===== src/rtl/tone_synth_pkg.sv =====
// Shared constants and types for the tone synthesiser.
// Holds the default clock rate, widths, the silence code, the lowest
// audible frequency and the 2-bit encoding of the divide-control FSM.
package tone_synth_pkg;

  localparam int DEF_CLK_HZ = 100_000_000;
  localparam int DEF_FREQ_W = 11;
  localparam int DEF_Q_W    = 26;
  localparam int DEF_MIN_HZ = 20;

  // Frequency (and half-period) code meaning "no tone".
  localparam int SILENCE = 0;

  typedef enum logic [1:0] {
    ST_IDLE = 2'd0,
    ST_DIV  = 2'd1,
    ST_LOAD = 2'd2
  } tone_state_t;

endpackage


===== src/rtl/tone_synth_seq_divider.sv =====
// Restoring sequential divider: quotient = i_dividend / i_divisor (floor),
// one quotient bit per cycle, MSB first, fixed latency of Q_W cycles.
//
// Handshake: i_start is a single-cycle request; operands are sampled on
// that edge. o_done is high during the cycle in which the final quotient
// bit is computed; o_quotient holds the full result from the following
// cycle until the next i_start. i_abort cancels a divide in progress and
// takes priority over i_start.
//
// Ports:
//   clk, rst      clock, asynchronous active-low reset
//   i_start       begin a divide
//   i_abort       cancel any divide in progress
//   i_dividend    Q_W-bit dividend
//   i_divisor     FREQ_W-bit divisor (never zero when started)
//   o_done        final step in progress
//   o_quotient    Q_W-bit quotient
module tone_synth_seq_divider
  import tone_synth_pkg::*;
#(
  parameter int Q_W    = DEF_Q_W,
  parameter int FREQ_W = DEF_FREQ_W
) (
  input  logic              clk,
  input  logic              rst,
  input  logic              i_start,
  input  logic              i_abort,
  input  logic [Q_W-1:0]    i_dividend,
  input  logic [FREQ_W-1:0] i_divisor,
  output logic              o_done,
  output logic [Q_W-1:0]    o_quotient
);

  localparam int CNT_W = $clog2(Q_W + 1);

  logic              r_active;
  logic [CNT_W-1:0]  r_cnt;
  logic [Q_W-1:0]    r_dvd;
  logic [Q_W-1:0]    r_q;
  logic [FREQ_W-1:0] r_dvs;
  logic [FREQ_W-1:0] r_rem;

  logic [FREQ_W:0]   w_trial;
  logic [FREQ_W:0]   w_diff;
  logic              w_ge;

  // Partial remainder is always < divisor, so shifting in one dividend bit
  // needs only one extra bit of headroom.
  always_comb begin
    w_trial = {r_rem, r_dvd[Q_W-1]};
    w_ge    = (w_trial >= {1'b0, r_dvs});
    w_diff  = w_trial - {1'b0, r_dvs};
  end

  assign o_done     = r_active && (r_cnt == CNT_W'(Q_W - 1));
  assign o_quotient = r_q;

  always_ff @(posedge clk or negedge rst) begin
    if (!rst) begin
      r_active <= 1'b0;
      r_cnt    <= '0;
      r_dvd    <= '0;
      r_q      <= '0;
      r_dvs    <= '0;
      r_rem    <= '0;
    end else if (i_abort) begin
      r_active <= 1'b0;
    end else if (i_start) begin
      r_active <= 1'b1;
      r_cnt    <= '0;
      r_dvd    <= i_dividend;
      r_dvs    <= i_divisor;
      r_rem    <= '0;
      r_q      <= '0;
    end else if (r_active) begin
      r_q   <= {r_q[Q_W-2:0], w_ge};
      r_rem <= w_ge ? w_diff[FREQ_W-1:0] : w_trial[FREQ_W-1:0];
      r_dvd <= {r_dvd[Q_W-2:0], 1'b0};
      r_cnt <= r_cnt + CNT_W'(1);
      if (o_done) r_active <= 1'b0;
    end
  end

endmodule


===== src/rtl/tone_synth.sv =====
// Square-wave buzzer driver. Converts a requested frequency in Hz into a
// half-period count CLK_HZ/(2*f) with a sequential divider, then toggles
// the buzzer every half-period. New pitches are applied only at half-period
// boundaries so the waveform never carries a truncated pulse.
//
// Ports:
//   clk, rst      clock, asynchronous active-low reset
//   i_en          block enable; low forces silence and aborts a divide
//   i_frequency   requested tone in Hz, 0 = silence
//   o_buzz        square-wave drive
//   o_busy        divider running
//   o_playing     a non-silent half-period is loaded
//   o_state       divide-control FSM state (debug)
module tone_synth
  import tone_synth_pkg::*;
#(
  parameter int CLK_HZ = DEF_CLK_HZ,
  parameter int FREQ_W = DEF_FREQ_W,
  parameter int Q_W    = DEF_Q_W,
  parameter int MIN_HZ = DEF_MIN_HZ
) (
  input  logic              clk,
  input  logic              rst,
  input  logic              i_en,
  input  logic [FREQ_W-1:0] i_frequency,
  output logic              o_buzz,
  output logic              o_busy,
  output logic              o_playing,
  output tone_state_t       o_state
);

  localparam logic [Q_W-1:0]    DIVIDEND = Q_W'(CLK_HZ / 2);
  localparam logic [FREQ_W-1:0] MIN_F    = FREQ_W'(MIN_HZ);
  localparam logic [Q_W-1:0]    SIL_HALF = Q_W'(SILENCE);

  tone_state_t       r_state, w_state_next;
  logic              w_capture, w_div_start, w_div_done;
  logic [Q_W-1:0]    w_quotient;

  logic [FREQ_W-1:0] r_freq_acc;
  logic              r_silent;     // accepted frequency skips the divide
  logic [Q_W-1:0]    r_half_cur;
  logic [Q_W-1:0]    r_half_pend;
  logic              r_pend_valid;
  logic [Q_W-1:0]    r_cnt;
  logic              r_buzz;
  logic              r_playing;
  logic              w_boundary;

  tone_synth_seq_divider #(.Q_W(Q_W), .FREQ_W(FREQ_W)) u_div (
    .clk        (clk),
    .rst        (rst),
    .i_start    (w_div_start),
    .i_abort    (!i_en),
    .i_dividend (DIVIDEND),
    .i_divisor  (i_frequency),
    .o_done     (w_div_done),
    .o_quotient (w_quotient)
  );

  always_ff @(posedge clk or negedge rst) begin
    if (!rst) r_state <= ST_IDLE;
    else      r_state <= w_state_next;
  end

  // Frequency changes are only looked at in IDLE, so a value that moves
  // during a divide is picked up as a fresh mismatch once the divide ends.
  always_comb begin
    w_state_next = r_state;
    w_capture    = 1'b0;
    w_div_start  = 1'b0;
    case (r_state)
      ST_IDLE: begin
        if (i_frequency != r_freq_acc) begin
          w_capture = 1'b1;
          if (i_frequency < MIN_F) begin
            w_state_next = ST_LOAD;
          end else begin
            w_state_next = ST_DIV;
            w_div_start  = 1'b1;
          end
        end
      end
      ST_DIV:  if (w_div_done) w_state_next = ST_LOAD;
      ST_LOAD: w_state_next = ST_IDLE;
      default: w_state_next = ST_IDLE;
    endcase
    if (!i_en) begin
      w_state_next = ST_IDLE;
      w_capture    = 1'b0;
      w_div_start  = 1'b0;
    end
  end

  assign w_boundary = (r_half_cur != '0) && (r_cnt == r_half_cur - Q_W'(1));

  always_ff @(posedge clk or negedge rst) begin
    if (!rst) begin
      r_freq_acc   <= '0;
      r_silent     <= 1'b0;
      r_half_cur   <= '0;
      r_half_pend  <= '0;
      r_pend_valid <= 1'b0;
      r_cnt        <= '0;
      r_buzz       <= 1'b0;
      r_playing    <= 1'b0;
    end else if (!i_en) begin
      r_freq_acc   <= '0;
      r_half_cur   <= '0;
      r_pend_valid <= 1'b0;
      r_cnt        <= '0;
      r_buzz       <= 1'b0;
      r_playing    <= 1'b0;
    end else begin
      if (w_capture) begin
        r_freq_acc <= i_frequency;
        r_silent   <= (i_frequency < MIN_F);
      end

      if (r_half_cur != '0) begin
        if (w_boundary) begin
          r_cnt <= '0;
          if (r_pend_valid) begin
            r_half_cur   <= r_half_pend;
            r_pend_valid <= 1'b0;
            if (r_half_pend == SIL_HALF) begin
              r_buzz    <= 1'b0;
              r_playing <= 1'b0;
            end else begin
              r_buzz    <= ~r_buzz;
              r_playing <= 1'b1;
            end
          end else begin
            r_buzz <= ~r_buzz;
          end
        end else begin
          r_cnt <= r_cnt + Q_W'(1);
        end
      end else if (r_pend_valid) begin
        // From silence there is no running half-period to wait for.
        r_half_cur   <= r_half_pend;
        r_cnt        <= '0;
        r_pend_valid <= 1'b0;
        r_playing    <= (r_half_pend != SIL_HALF);
      end

      // Placed last: a result landing on the same edge as a boundary stays
      // pending rather than being cleared by the boundary consuming the old one.
      if (r_state == ST_LOAD) begin
        r_half_pend  <= r_silent ? SIL_HALF : w_quotient;
        r_pend_valid <= 1'b1;
      end
    end
  end

  assign o_buzz    = r_buzz;
  assign o_busy    = (r_state == ST_DIV);
  assign o_playing = r_playing;
  assign o_state   = r_state;

endmodule

===== config.mk =====
export PLATFORM = sky130hd
export DESIGN_NAME = tone_synth
export DESIGN_NICKNAME = d
export VERILOG_FILES = /design/src/rtl/tone_synth_pkg.sv /design/src/rtl/tone_synth_seq_divider.sv /design/src/rtl/tone_synth.sv
export SDC_FILE = /design/constraint.sdc
export NUM_CORES = 1
export LEC_CHECK = 0
export BUFFER_PORTS_ARGS = -buffer_cell sky130_fd_sc_hd__buf_2
export CORE_MARGIN = 3
export CORE_UTILIZATION = 36
export CTS_CLUSTER_DIAMETER = 30
export DETAILED_ROUTE_END_ITERATION = 8
export HOLD_SLACK_MARGIN = 0.02
export PLACE_DENSITY = 0.61
export SETUP_SLACK_MARGIN = 0.4
export SLEW_MARGIN = 0
export SYNTH_ARGS = -nofsm -noshare
export SYNTH_HDL_FRONTEND = slang
export SYNTH_SLANG_ARGS = --single-unit

===== constraint.sdc =====
create_clock -name clk -period 3.4 [get_ports clk]
set_clock_uncertainty 0.1 [all_clocks]
set_input_delay 0.17 -clock clk [delete_from_list [all_inputs] [get_ports clk]]
set_output_delay 0.17 -clock clk [all_outputs]
set_load 0.1 [all_outputs]

[Word-level counts from Yosys, hierarchy flattened]
Index checks and enable logic that the tools add are counted.
Word-level totals
  register bits: 175
  bits in latches: 0
  bits in writable memories: 0
  memory bits (read-only): 0
  output and inout port bits: 5
  logic and storage cells: 101
  memories: 0
Operators by class
  $add $sub $neg: 4
  multipliers: 0
  divide/modulo/power cells: 0
  $lt $le $gt $ge: 2
  equality and inequality tests: 14
  shift-type cells: 0
  multiplexer cells: 51
  bitwise gates (word level): 1
  reductions and logical operators: 14
Operator list (count)
  26-bit 2-to-1 mux: 13
  11-bit 2-to-1 mux: 5
  26-bit nonzero test: 2
  26-bit by 1-bit adder with 26-bit output (second input constant): 1
  26-bit == test: 1
  26-bit zero test: 1
  1-bit 2-to-1 mux: 26
  26-bit by 1-bit subtractor with 26-bit output (second input constant): 1
  12-bit by 11-bit greater-or-equal comparator with 1-bit output: 1
  2-bit AND reduction: 6
  11-bit by 5-bit less-than comparator with 1-bit output (second input constant): 1
  11-bit != test: 1
  11-bit subtractor: 1
  5-bit 2-to-1 mux: 2
  3-bit != test (second input constant): 3
  2-bit 2-to-1 mux: 4
  2-bit by 1-bit != test with 1-bit output (second input constant): 3
  5-bit by 1-bit adder with 5-bit output (second input constant): 1
  5-bit == test (second input constant): 1
  4-bit by 3-bit != test with 1-bit output (second input constant): 1
  2-bit one-hot mux with 2 select lines: 1
  3-bit by 1-bit != test with 1-bit output (second input constant): 1
  3-bit by 2-bit != test with 1-bit output (second input constant): 1
  3-bit AND reduction: 1
  other kinds (6): 7

[Depth between registers and ports, before layout]
  depth in word-level cells: 7
  gate-level depth with buffers: 12
  gate-level depth less buffers: 11

[Hierarchy]
Synthesis repeated with hierarchy kept, for this count alone.
Unflattened totals
  cells, all modules: 998
  area total of the unflattened synthesis: 9575.4 um2
Modules (own cells, without submodules)
  tone_synth: times used 1, cells an instance 631, area each 5719.2 um2, sequential area each 2377.3 um2
  tone_synth_seq_divider: times used 1, cells an instance 367, area each 3856.2 um2, sequential area each 2001.9 um2

[Least setup slack after synthesis]
Ideal clock, no wire load.
  kind: reg-to-reg
  from: register r_half_cur[12]
  to: register r_cnt[10]
  setup time: 0.131 ns
  data arrival time: 2.897 ns
  path slack: 0.272 ns
  stages on the path, launching flop included: 12
  cells stage by stage: dfrtp_1 -> buf_6 -> or4_1 -> buf_2 -> nand3b_1 -> or3_1 -> a222oi_1 -> o2111a_2 -> a41oi_2 -> buf_6 -> o21ai_4 -> nor2_2
Between the ends
  cells in the longest elaborated chain, start to end: 6
  elaborated cells between the ends (all ways): 8
  those cells by class: 1 x add/sub; 2 x eq/ne; 3 x mux; 2 x reduce/logical
Ends and longest elaborated chain
  from (decl): line tone_synth.sv:42  | logic [Q_W-1:0] r_half_cur;
  from (signal assigned): line tone_synth.sv:124  | r_half_cur <= r_half_pend;
  from (signal assigned): line tone_synth.sv:141  | r_half_cur <= r_half_pend;
  26-bit by 1-bit subtractor with 26-bit output: line tone_synth.sv:95  | assign w_boundary = (r_half_cur != '0) && (r_cnt == r_half_cur - Q_W'(1));
  26-bit == test: line tone_synth.sv:95
  1-bit logical AND: line tone_synth.sv:95
  26-bit 2-to-1 mux: line tone_synth.sv:121  | if (w_boundary) begin
  26-bit 2-to-1 mux: line tone_synth.sv:120  | if (r_half_cur != '0) begin
  26-bit 2-to-1 mux: line tone_synth.sv:107  | end else if (!i_en) begin
  to (signal assigned): line tone_synth.sv:137  | r_cnt <= r_cnt + Q_W'(1);
  to (decl): line tone_synth.sv:45  | logic [Q_W-1:0] r_cnt;
Several ways; a longest one is shown, not always the timed one.
A chain may end at the register's enable or synchronous reset.

[Worst setup path in the final report]
  from: register r_half_cur[15]
  to: register r_playing, in the netlist o_playing
Between the ends
  cells in the longest elaborated chain, start to end: 5
  elaborated cells between the ends (all ways): 10
  those cells by class: 1 x add/sub; 4 x eq/ne; 2 x mux; 3 x reduce/logical
Ends and longest elaborated chain
  26-bit by 1-bit subtractor with 26-bit output: line tone_synth.sv:95
  26-bit == test: line tone_synth.sv:95
  1-bit logical AND: line tone_synth.sv:95
  3-bit != test (no source line)
  3-bit AND reduction (no source line)
  to (signal assigned): line tone_synth.sv:144  | r_playing <= (r_half_pend != SIL_HALF);
  to (decl): line tone_synth.sv:47  | logic r_playing;
Several ways; a longest one is shown, not always the timed one.

==> flow_metrics.env <==
export IMPL_fin_nets=1066
export IMPL_antenna_found_initial=0
export IMPL_synth_top_cells_by_count="202 x nand2_1, 168 x dfrtp_1, 90 x o21ai_0"
export IMPL_synth_xor_area_share=0.0616
export IMPL_critPathMaxFanout=5
export IMPL_drive_gt1_frac=0.121
export IMPL_synthesis_area_um2=8820
export IMPL_postSynth_asyncResetShare=1.00
export IMPL_syn_nets=1025
export IMPL_synth_top_area_frac=0.477
export IMPL_fillers=2334
export IMPL_fin_util=0.433
export IMPL_outcome="finished clean"
export IMPL_cp_slowest_cell="or4_4"
export IMPL_routed_via_density=5.22
export IMPL_maxCapViolCount=0
export IMPL_grt_pass1_vias=7017
export IMPL_synth_simple_area_share=0.219
export IMPL_yosysMostFrequentCell="nand2_1"
export IMPL_synth_seq_area_share=0.477
export IMPL_rr_startpoint="r_half_cur[15]$_DFFE_PN0P_"
export IMPL_postRouteAntennaNets=0
export IMPL_die_x_um=162
export IMPL_layout_min_cycle_time_ns=3.16
export IMPL_ys_ff_latch=168
export IMPL_path_delay_family="simple AND/OR/NAND/NOR gates"
export IMPL_fin_setup_tns_ns=0
export IMPL_grt_pass1_wl_um=36100
export IMPL_drc=0
export IMPL_rows=56
export IMPL_startpoint="r_half_cur[15]$_DFFE_PN0P_"
export IMPL_floorplan_initialDensity=0.371
export IMPL_core_um2=23800
export IMPL_hold_class="primary input to asynchronous set/reset pin"
export IMPL_endpoint_kind="flop"
export IMPL_hold_violations=0
export IMPL_clock_sinks=168
export IMPL_synth_fa_ha_area_frac=0.0261
export IMPL_timing_slew_headroom=0.345
export IMPL_path_class="flop to flop"
export IMPL_cts_tree="yes"
export IMPL_synth_compound_area_frac=0.149
export IMPL_drt_pass1_iter_count=5
export IMPL_cts_max_level=4
export IMPL_synth_area_leader_cell="dfrtp_1"
export IMPL_synth_edf_count=0
export IMPL_slew_violations=0
export IMPL_max_freq_ghz=0.316
export IMPL_avgRoutedWirePerCell_um=15.5
export IMPL_yosys_mux_area_fraction=0.0241
export IMPL_required_ns=3.63
export IMPL_synth_area_per_cell_um2=8.87
export IMPL_worst_pin_slew_ns=0.974
export IMPL_routed_wl_um=21200
export IMPL_place_hpwl_um=14100
export IMPL_cts_buffer_depth=2
export IMPL_areaGrowthSynthToFinish_pct=16.7
export IMPL_placedCellCount=1306
export IMPL_synthTopCellsByArea="dfrtp_1 48%, nand2_1 8.6%, o21ai_0 5.1%"
export IMPL_place_congestion=0.938
export IMPL_io_buffer_count=18
export IMPL_grt_max_degree=69
export IMPL_vias=7133
export IMPL_yosys_warnings=0
export IMPL_die_area_um2=26400
export IMPL_cp_common_cell="or4_4"
export IMPL_crit_chain="or4_4 > or4_4 > or3_1 > a222oi_1 > o2111a_2 > a41o_4 > buf_12 > a21oi_1 > a311oi_1"
export IMPL_finalNonFillerCells=1366
export IMPL_synth_ff_type="dfrtp_1"
export IMPL_synth_top_family_by_area="simple AND/OR/NAND/NOR gates"
export IMPL_max_stage_delay_ns=0.53
export IMPL_overflow=0
export IMPL_root_buffer="clkbuf_16"
export IMPL_startpoint_type="flop"
export IMPL_finalCritPeriodShare=0.930
export IMPL_power_density_nw_per_um2=521
export IMPL_diodes=0
export IMPL_yosysUniqueCellTypes=60
export IMPL_synthCells=994
export IMPL_clk_pin_slew_ns=0.07
export IMPL_arrival_ns=3.39
export IMPL_setup_viol=0
export IMPL_grt_usage=0.167
export IMPL_first_iter_violations=548
export IMPL_cp_buffers_inverters=1
export IMPL_rsz0062_at_grt="yes"
export IMPL_numCtsBuffers=17
export IMPL_leakage_uw=0.00448
export IMPL_ios=19
export IMPL_clkLatencyLatePin_ns=0.43
export IMPL_die_h_um=162
export IMPL_peakVddDrop_v=0.000401
worst paths after layout:
check / slack (ns) / cells after the start / end
setup / recovery: 0.24 / 9 / o_playing$_DFFE_PN0P_
setup reg to reg: 0.24 / 9 / o_playing$_DFFE_PN0P_
hold reg to reg: 0.38 / 2 / u_div.r_dvd[7]$_DFFE_PN0P_
max in group asynchronous: 2.16 / 3 / u_div.o_quotient[5]$_DFFE_PN0P_
hold / removal: 0.21 / 2 / r_cnt[25]$_DFFE_PN0P_
min in group clk: 0.38 / 2 / u_div.r_dvd[7]$_DFFE_PN0P_
layout make-up:
cell class	instances	area [um2]	share of cell area
Multi-Input combinational cell	736	4280	0.416
Timing Repair Buffer	80	713	0.0693
Clock buffer	19	453	0.0440
Tap cell	319	399	0.0388
Sequential cell	168	4210	0.409
Clock inverter	12	116	0.0113
Inverter	32	120	0.0117
cells in the final DEF (no fill, tap or decap), drive strengths merged, types with 19 or more instances in the layout:
master / n
buf: 65
nor2: 49
nand2: 202
nand3: 64
o21ai: 92
a21oi: 71
dfrtp: 168
inv: 35
clkbuf: 21
xnor2: 44
mux2i: 19
report_power, final:
group          internal (uW)  switching [uW]  leakage (uW)
clock network           1050             827      0.000282
logic                    506             697       0.00194
registers               2160             111       0.00226
metrics by stage:
step           total power (uW)  hold WS (ns)  setup slack, ns  area, um2
6_report                   5360         0.211            0.240      10300
5_1_grt                    5690         0.250           0.0701      10300
3_3_place_gp               3490         0.120            0.117       9310
3_5_place_dp               3500         0.119           0.0945       9310
2_1_floorplan              3210        -0.226            0.338       8820
4_1_cts                    5410         0.222            0.288      10200
registers in the layout, summed over array words and instances, names as in the netlist:
signal	count
r_cnt	26
r_half_pend	26
u_div.r_rem	11
o_buzz	1
u_div.r_cnt	5
u_div.r_dvs	11
r_silent	1
r_half_cur	26
o_playing	1
u_div.r_dvd	19
r_pend_valid	1
u_div.r_active	1
u_div.o_quotient	26
r_freq_acc	11
o_state	2
layer usage:
layer | track usage | part of all wire | vias to the layer above
li1 | - | - | 3539
met1 | 0.231 | 0.48 | 3440
met2 | 0.264 | 0.47 | 121
met3 | 0.0318 | 0.030 | 33
met4 | 0.0566 | 0.019 | 0
met5 | 0 | 0 | -
kinds of logic after synthesis:
| family | Yosys count |
|---|---|
| xor gates and xnor gates | 62 |
| DFF | 168 |
| AOI/OAI and AO/OA | 221 |
| and+or+nand+nor | 414 |
| buffers and inverters | 90 |
| muxes | 21 |
| adders and majority gates | 18 |
what timing repair did:
action                                  4_1_cts  5_1_grt
gates resized for setup                      17        5
endpoints found under the hold margin        87        0
pin swaps                                     4        6
endpoints found under the setup margin       55       55
buffers inserted                              8        4
cloned                                        2        2
hold buffers                                 13        0
Note: power is estimated with default switching activity, not from simulation.
